## src/rtl/write_pkg.sv

```systemverilog
// Shared writeback definitions: write-select bit positions and the buffered result entry.
package write_pkg;

    localparam int unsigned WSEL_PC  = 2;
    localparam int unsigned WSEL_WEN = 1;
    localparam int unsigned WSEL_F   = 0;

    localparam int unsigned WB_XLEN = 32;
    localparam int unsigned WB_RW   = 5;

    typedef struct packed {
        logic [2:0]         wsel;
        logic [WB_XLEN-1:0] pc;
        logic [WB_XLEN-1:0] data;
        logic [WB_RW-1:0]   rd;
    } wb_entry_t;

endpackage

```

## src/rtl/write_fifo.sv

```systemverilog
// Per-channel synchronous FIFO of writeback entries; head entry is always visible on pop_data_o.
module write_fifo
    import write_pkg::*;
#(
    parameter int unsigned DEPTH = 2,
    parameter type entry_t = wb_entry_t,
    localparam int unsigned AW = $clog2(DEPTH),
    localparam int unsigned CW = $clog2(DEPTH + 1)
) (
    input  logic          clk,
    input  logic          rstn,
    input  logic          push_i,
    input  entry_t        push_data_i,
    input  logic          pop_i,
    output entry_t        pop_data_o,
    output logic [CW-1:0] count_o,
    output logic          empty_o,
    output logic          full_o
);

    entry_t        mem_q [DEPTH];
    logic [AW-1:0] wr_ptr_q, rd_ptr_q;
    logic [CW-1:0] count_q, count_d;
    logic          do_push, do_pop;

    assign full_o     = (count_q == CW'(DEPTH));
    assign empty_o    = (count_q == '0);
    assign count_o    = count_q;
    assign pop_data_o = mem_q[rd_ptr_q];

    assign do_push = push_i & ~full_o;
    assign do_pop  = pop_i & ~empty_o;
    assign count_d = count_q + CW'(do_push) - CW'(do_pop);

    // NOTE: storage is deliberately not reset; count and pointers alone decide which slots are valid.
    always_ff @(posedge clk) begin
        if (do_push) begin
            mem_q[wr_ptr_q] <= push_data_i;
        end
    end

    always_ff @(posedge clk) begin
        if (!rstn) begin
            wr_ptr_q <= '0;
            rd_ptr_q <= '0;
            count_q  <= '0;
        end else begin
            if (do_push) wr_ptr_q <= wr_ptr_q + 1'b1;
            if (do_pop)  rd_ptr_q <= rd_ptr_q + 1'b1;
            count_q <= count_d;
        end
    end

endmodule

```

## src/rtl/write_arb.sv

```systemverilog
// Multi-channel writeback: per-channel FIFOs, round-robin commit of one result per cycle,
// registered register-file / PC update outputs with integer x0 write suppression.
module write_arb
    import write_pkg::*;
#(
    parameter int unsigned NCH   = 3,
    parameter int unsigned DEPTH = 2,
    parameter int unsigned XLEN  = 32,
    parameter int unsigned RW    = 5
) (
    input  logic                clk,
    input  logic                rstn,
    input  logic [NCH-1:0]      in_valid,
    output logic [NCH-1:0]      in_ready,
    input  logic [3*NCH-1:0]    in_wsel,
    input  logic [XLEN*NCH-1:0] in_pc,
    input  logic [XLEN*NCH-1:0] in_data,
    input  logic [RW*NCH-1:0]   in_rd,
    input  logic                stall,
    output logic                wenable,
    output logic                fmode,
    output logic [RW-1:0]       wreg,
    output logic [XLEN-1:0]     wdata,
    output logic                pcenable,
    output logic [XLEN-1:0]     next_pc,
    output logic [NCH-1:0]      done
);

    localparam int unsigned PW = (NCH > 1) ? $clog2(NCH) : 1;

    typedef struct packed {
        logic [2:0]      wsel;
        logic [XLEN-1:0] pc;
        logic [XLEN-1:0] data;
        logic [RW-1:0]   rd;
    } entry_t;

    entry_t         push_data [NCH];
    entry_t         head      [NCH];
    entry_t         sel;
    logic [NCH-1:0] push, pop, fifo_empty, fifo_full;

    logic [PW-1:0]   rr_q, rr_d, winner;
    logic            grant;
    logic            wenable_q, wenable_d, fmode_q, fmode_d, pcenable_q, pcenable_d;
    logic [RW-1:0]   wreg_q, wreg_d;
    logic [XLEN-1:0] wdata_q, wdata_d, next_pc_q, next_pc_d;
    logic [NCH-1:0]  done_q, done_d;

    // Readiness depends only on fill level, so a full FIFO refuses even on the edge it pops.
    for (genvar i = 0; i < NCH; i++) begin : g_ch
        assign push_data[i] = '{wsel: in_wsel[3*i +: 3],
                                pc:   in_pc[XLEN*i +: XLEN],
                                data: in_data[XLEN*i +: XLEN],
                                rd:   in_rd[RW*i +: RW]};
        assign in_ready[i]  = rstn & ~fifo_full[i];
        assign push[i]      = in_valid[i] & in_ready[i];

        write_fifo #(
            .DEPTH   (DEPTH),
            .entry_t (entry_t)
        ) u_fifo (
            .clk         (clk),
            .rstn        (rstn),
            .push_i      (push[i]),
            .push_data_i (push_data[i]),
            .pop_i       (pop[i]),
            .pop_data_o  (head[i]),
            .count_o     (),
            .empty_o     (fifo_empty[i]),
            .full_o      (fifo_full[i])
        );
    end

    // NOTE: combinational blocks use blocking '=' with every output defaulted first so no latch is inferred;
    // only the clocked blocks use '<='.
    always_comb begin
        grant  = 1'b0;
        winner = '0;
        for (int k = 0; k < int'(NCH); k++) begin
            int unsigned idx;
            idx = (int'(rr_q) + k) % NCH;
            if (!grant && !stall && !fifo_empty[idx]) begin
                grant  = 1'b1;
                winner = PW'(idx);
            end
        end
    end

    always_comb begin
        pop        = '0;
        rr_d       = rr_q;
        sel        = head[winner];
        wenable_d  = 1'b0;
        pcenable_d = 1'b0;
        done_d     = '0;
        fmode_d    = fmode_q;
        wreg_d     = wreg_q;
        wdata_d    = wdata_q;
        next_pc_d  = next_pc_q;
        if (grant) begin
            pop[winner]    = 1'b1;
            done_d[winner] = 1'b1;
            rr_d           = (winner == PW'(NCH - 1)) ? '0 : winner + 1'b1;
            // Integer x0 is hardwired zero; FP f0 is an ordinary register.
            wenable_d  = sel.wsel[WSEL_WEN] & ~(~sel.wsel[WSEL_F] & (sel.rd == '0));
            pcenable_d = sel.wsel[WSEL_PC];
            fmode_d    = sel.wsel[WSEL_F];
            wreg_d     = sel.rd;
            wdata_d    = sel.data;
            next_pc_d  = sel.pc;
        end
    end

    always_ff @(posedge clk) begin
        if (!rstn) begin
            rr_q       <= '0;
            wenable_q  <= 1'b0;
            fmode_q    <= 1'b0;
            pcenable_q <= 1'b0;
            wreg_q     <= '0;
            wdata_q    <= '0;
            next_pc_q  <= '0;
            done_q     <= '0;
        end else begin
            rr_q       <= rr_d;
            wenable_q  <= wenable_d;
            fmode_q    <= fmode_d;
            pcenable_q <= pcenable_d;
            wreg_q     <= wreg_d;
            wdata_q    <= wdata_d;
            next_pc_q  <= next_pc_d;
            done_q     <= done_d;
        end
    end

    assign wenable  = wenable_q;
    assign fmode    = fmode_q;
    assign wreg     = wreg_q;
    assign wdata    = wdata_q;
    assign pcenable = pcenable_q;
    assign next_pc  = next_pc_q;
    assign done     = done_q;

endmodule

```

## config.mk

```make
export PLATFORM = sky130hd
export DESIGN_NAME = write_arb
export DESIGN_NICKNAME = d
export VERILOG_FILES = /design/src/rtl/write_pkg.sv /design/src/rtl/write_fifo.sv /design/src/rtl/write_arb.sv
export SDC_FILE = /design/constraint.sdc
export NUM_CORES = 1
export LEC_CHECK = 0
export ABC_AREA = 0
export BUFFER_PORTS_ARGS = -buffer_cell sky130_fd_sc_hd__buf_4
export CORE_ASPECT_RATIO = 0.6
export CORE_MARGIN = 4
export CORE_UTILIZATION = 27
export CTS_BUF_LIST = sky130_fd_sc_hd__clkbuf_2 sky130_fd_sc_hd__clkbuf_4 sky130_fd_sc_hd__clkbuf_8
export DETAILED_ROUTE_END_ITERATION = 8
export GPL_TIMING_DRIVEN = 0
export MAX_ROUTING_LAYER = met4
export PLACE_DENSITY = 0.51
export RECOVER_POWER = 50
export SYNTH_ARGS = -nofsm -noshare
export SYNTH_HDL_FRONTEND = slang
export SYNTH_SLANG_ARGS = --single-unit
```

## constraint.sdc

```tcl
create_clock -name clk -period 7.3 [get_ports clk]
set_input_delay 1.46 -clock clk [delete_from_list [all_inputs] [get_ports clk]]
set_output_delay 1.46 -clock clk [all_outputs]
set_load 0.005 [all_outputs]
```

==> summary.md <==
| Metric | Value |
|---|---|
| Avg Inst Size Synth | `17.60 µm²` |
| DRT Pass-1 Iters | `5` |
| Pwr/cell area | `374.4 nW/µm²` |
| # port buffers | `298` |
| Fin. max-slew vios | `0` |
| Max_cap viols | `0` |
| Hold Startpoint | `wdata[3]$_SDFFE_PN0N_` |
| Hold Buf Count CTS | `0` |
| Total gr overflow | `0` |
| Worst reg-to-reg path cell count | `11` |
| Nets | `1,763` |
| Post-DP HPWL | `43.24 mm` |
| End of the worst hold path | `wdata[3]$_SDFFE_PN0N_` |
| Area delta synth->final | `25.92%` |
| Slowest cell delay on critical path | `0.56 ns` |
| Yosys cell types | `63` |
| RSZ-0062 raised after global routing | `no` |
| Buf/Inv on CP | `4` |
| Synth warnings | `0` |
| Leak | `~8.4 nW` |
| Non-Filler Instances | `2,587` |
| Worst Hold Class | `reg -> reg` |
| Synth async-reset ratio | `0%` |
| Synth Flop Type | `edfxtp_1` |
| Flop2flop setup slack | `3.33 ns` |
| Core Region | `between 70,000 and 80,000 µm²` |
| Largest net degree at the start of global routing | `26` |
| Critical-path cell list | `clkbuf_1 -> inv_1 -> clkbuf_1 -> a21oi_1 -> buf_4` |
| Vias in the first global route | `around 12,000` |
| Die W | `roughly 360 µm` |
| # resized after CTS | `0` |
| Num Clock Sinks | `roughly 520` |
| Gpl congestion | `between 0.8 and 0.9` |
| CP Launch Type | `primary input` |
| Worst EP required | `5.84 ns` |
| Setup CP Type | `in -> out` |
| Post-layout min period | `4.391 ns` |
| H-Tree Depth | `3` |
| Synthesized instance count | `around 1,100` |
| Pin slew with the least headroom to its limit | `1.416 ns` |
| Mapped Nets | `1,361` |
| Post-CTS Repair Setup Buffers | `0` |
| Vias | `11,710` |
| Outcome | `finished, final reports clean` |
| VDD IR max | `about 0.00013 V` |
| Row count | `between 70 and 80` |
| Final hold slack | `0.5073 ns` |
| Chip height | `218.3 µm` |
| Maximum fanout along the worst path | `10` |
| Fin. Hold Viols | `0` |
| Post-Route WL | `between 50 and 60 mm` |
| Hold Path Cell Cnt | `2` |
| Avg WL per Cell | `22.95 µm` |
| Fmax | `roughly 0.23 GHz` |
| DR iter-0 viols | `between 700 and 800` |
| Worst path arrival time | `approximately 3 ns` |
| Final setup fails | `0` |
| RR Startpoint | `rr_q[0]$_SDFFE_PN0N_` |
| CP dominant cell by count | `clkbuf_1` |
| Die Area | `78,290 µm²` |
| DRT antenna net count | `0` |
| Setup TNS | `0 ns` |
| Layout cells sized above 1 | `roughly 30%` |
| Worst R2R End | `wdata[25]$_SDFFE_PN0N_` |
| Worst setup EP type | `output port` |
| Crit path max-delay family | `buffers and inverters` |
| Root Buffer | `clkbuf_8` |
| Tcrit/Tclk final | `between 60% and 70%` |
| Drt drc | `0` |
| CP max-delay cell | `clkbuf_1` |
| Synthesis-stage register bit count | `524` |
| Relative slew slack | `5.579%` |
| CTS tree | `built` |
| Synthesized cell area | `19,910 µm²` |
| Sequential element share of the synthesized area | `74.40%` |
| Clk_lat worst skew | `between 0.6 and 0.7 ns` |
| I/O pin total | `300` |
| Total CTS buffers | `84` |
| Placed Area | `around 24,000 µm²` |
| Dpl cells | `2,422` |
| Initial antenna violation count | `7` |
| Final instance area | `25,070 µm²` |
| First-pass GRT wire length | `85.37 mm` |
| Clock Tree Buf Depth | `3` |
| Clock Pin Slew Worst Setup and Hold Paths | `0.05 ns` |
| Post-synth EDFFs | `approximately 430` |
| Initial Util | `~28%` |
| Clock skew | `0.02098 ns` |
| Vias per Instance | `4.525` |
| GRT Util Overall | `between 10% and 20%` |
[flip-flops by register name, indices dropped and copies added, names as in the netlist, named ones only]
register              cells
wdata                    32
g_ch.u_fifo.wr_ptr_q      3
done                      3
rr_q                      2
pcenable                  1
wreg                      5
g_ch.u_fifo.rd_ptr_q      3
fmode                     1
wenable                   1
next_pc                  32
g_ch.u_fifo.count_o       6
g_ch.u_fifo.mem_q       432
[worst register-to-register path, delay by kind of cell (launching register included)]
| kind | cells | cell delay, ns |
|---|---|---|
| buffers and inverters | 3 | 1.21 |
| AO/OA/AOI/OAI | 5 | 1.03 |
| AND/OR/NAND/NOR | 2 | 0.94 |
| flip-flops | 1 | 0.40 |
| adder cells (fa/ha/maj) | 1 | 0.32 |
[how the worst max path moves through the flow]
stage / start / end / slack [ns] / cells past startpoint
final: rstn / in_ready[2] / 2.91 / 5
after global routing: rstn / in_ready[2] / 2.75 / 5
after CTS: rstn / in_ready[2] / 2.91 / 5
after detailed placement: rstn / g_ch[0].u_fifo.mem_q[0][6]$_DFFE_PP_ / 2.84 / 8
after global placement: rstn / g_ch[0].u_fifo.mem_q[1][6]$_DFFE_PP_ / -2.66 / 6
after floorplan: rstn / g_ch[0].u_fifo.mem_q[0][0]$_DFFE_PP_ / 1.50 / 6
[through the flow]
| stage | setup slack (ns) | power [mW] | util, % |
|---|---|---|---|
| floorplan | 1.497 | 5.639 | - |
| global placement | -2.665 | 6.930 | 32.29 |
| detailed placement | 2.837 | 6.984 | 32.91 |
| CTS | 2.905 | 9.657 | 35.31 |
| global route | 2.752 | 9.949 | 34.64 |
| finish | 2.909 | 9.387 | 34.64 |
[final cells by class]
class                      count  area [µm²]
buffer                        67       301.5
timing repair buffer         316        2151
fill                        7108       47290
sequential                   524       14810
tap                          975        1220
antenna                        8       20.02
clock buffer                 120        1451
inverter                      24       90.09
multi-input combinational    516        4738
clock inverter                37       284.0
[placed cells by master (no fill, tap or decap), types with 4 or more instances in the layout]
cell type   count
buf_12         12
o21a_1          4
inv_1          24
dfxtp_1        92
nor2_4          6
buf_6           4
diode_2         8
nor2_1         46
buf_4           7
edfxtp_1      432
nand3_1         6
and2_1          4
buf_16          6
clkbuf_1      173
a22oi_1        38
nor3_1          6
clkbuf_4      192
o221ai_1       29
clkinvlp_4      6
clkinv_2       11
clkbuf_8       88
buf_2          16
o221ai_2       39
o21ai_0         5
mux2_2         47
nand2_1        14
clkinv_1       13
o221a_2        27
buf_1           5
ha_1            8
xnor2_1         9
mux2i_1       167
a21oi_1        10
[cell families (layout without fill, tap and decap cells)]
kind of cell,after synthesis,after routing,share of synthesized area (%)
compound gates,180,180,9.018
xor+xnor,12,12,0.5279
fa+ha+maj,9,9,0.5530
buf+inv,91,564,2.017
flops,524,524,74.40
mux,214,214,11.05
other cells,0,8,0
simple gates,101,101,2.426
[synth_stat cells (all sizes together), types with 3 or more instances]
library cell | number | area share [%]
edfxtp | 432 | 65
mux2i | 167 | 8.4
dfxtp | 92 | 9.3
o221ai | 68 | 4.2
nor2 | 52 | 0.98
mux2 | 47 | 2.7
clkbuf | 39 | 0.74
a22oi | 38 | 1.4
buf | 28 | 0.83
o221a | 27 | 1.5
inv | 24 | 0.45
nand2 | 15 | 0.30
a21oi | 10 | 0.25
xnor2 | 9 | 0.40
ha | 8 | 0.50
o21ai | 8 | 0.20
nand3 | 6 | 0.15
nor3 | 6 | 0.15
and2 | 4 | 0.13
o21a | 4 | 0.16
a211oi | 3 | 0.11
nor2b | 3 | 0.094
xor2 | 3 | 0.13
[power breakdown]
part / total (mW) / internal, mW / switching (mW)
Sequential: 3.83 / 3.64 / 0.186
Clock: 2.62 / 1.40 / 1.21
Combinational: 2.94 / 1.19 / 1.75
Total: 9.39 / 6.23 / 3.15
[routing by layer]
metal / part of all wire [%] / track usage (%) / up-vias
li1: - / - / 5374
met1: 48 / 21.46 / 5875
met2: 43 / 22.52 / 361
met3: 7.0 / 4.355 / 95
met4: 2.1 / 4.023 / 0
met5: 0 / - / -
Note: power is estimated with default switching activity, not from simulation.
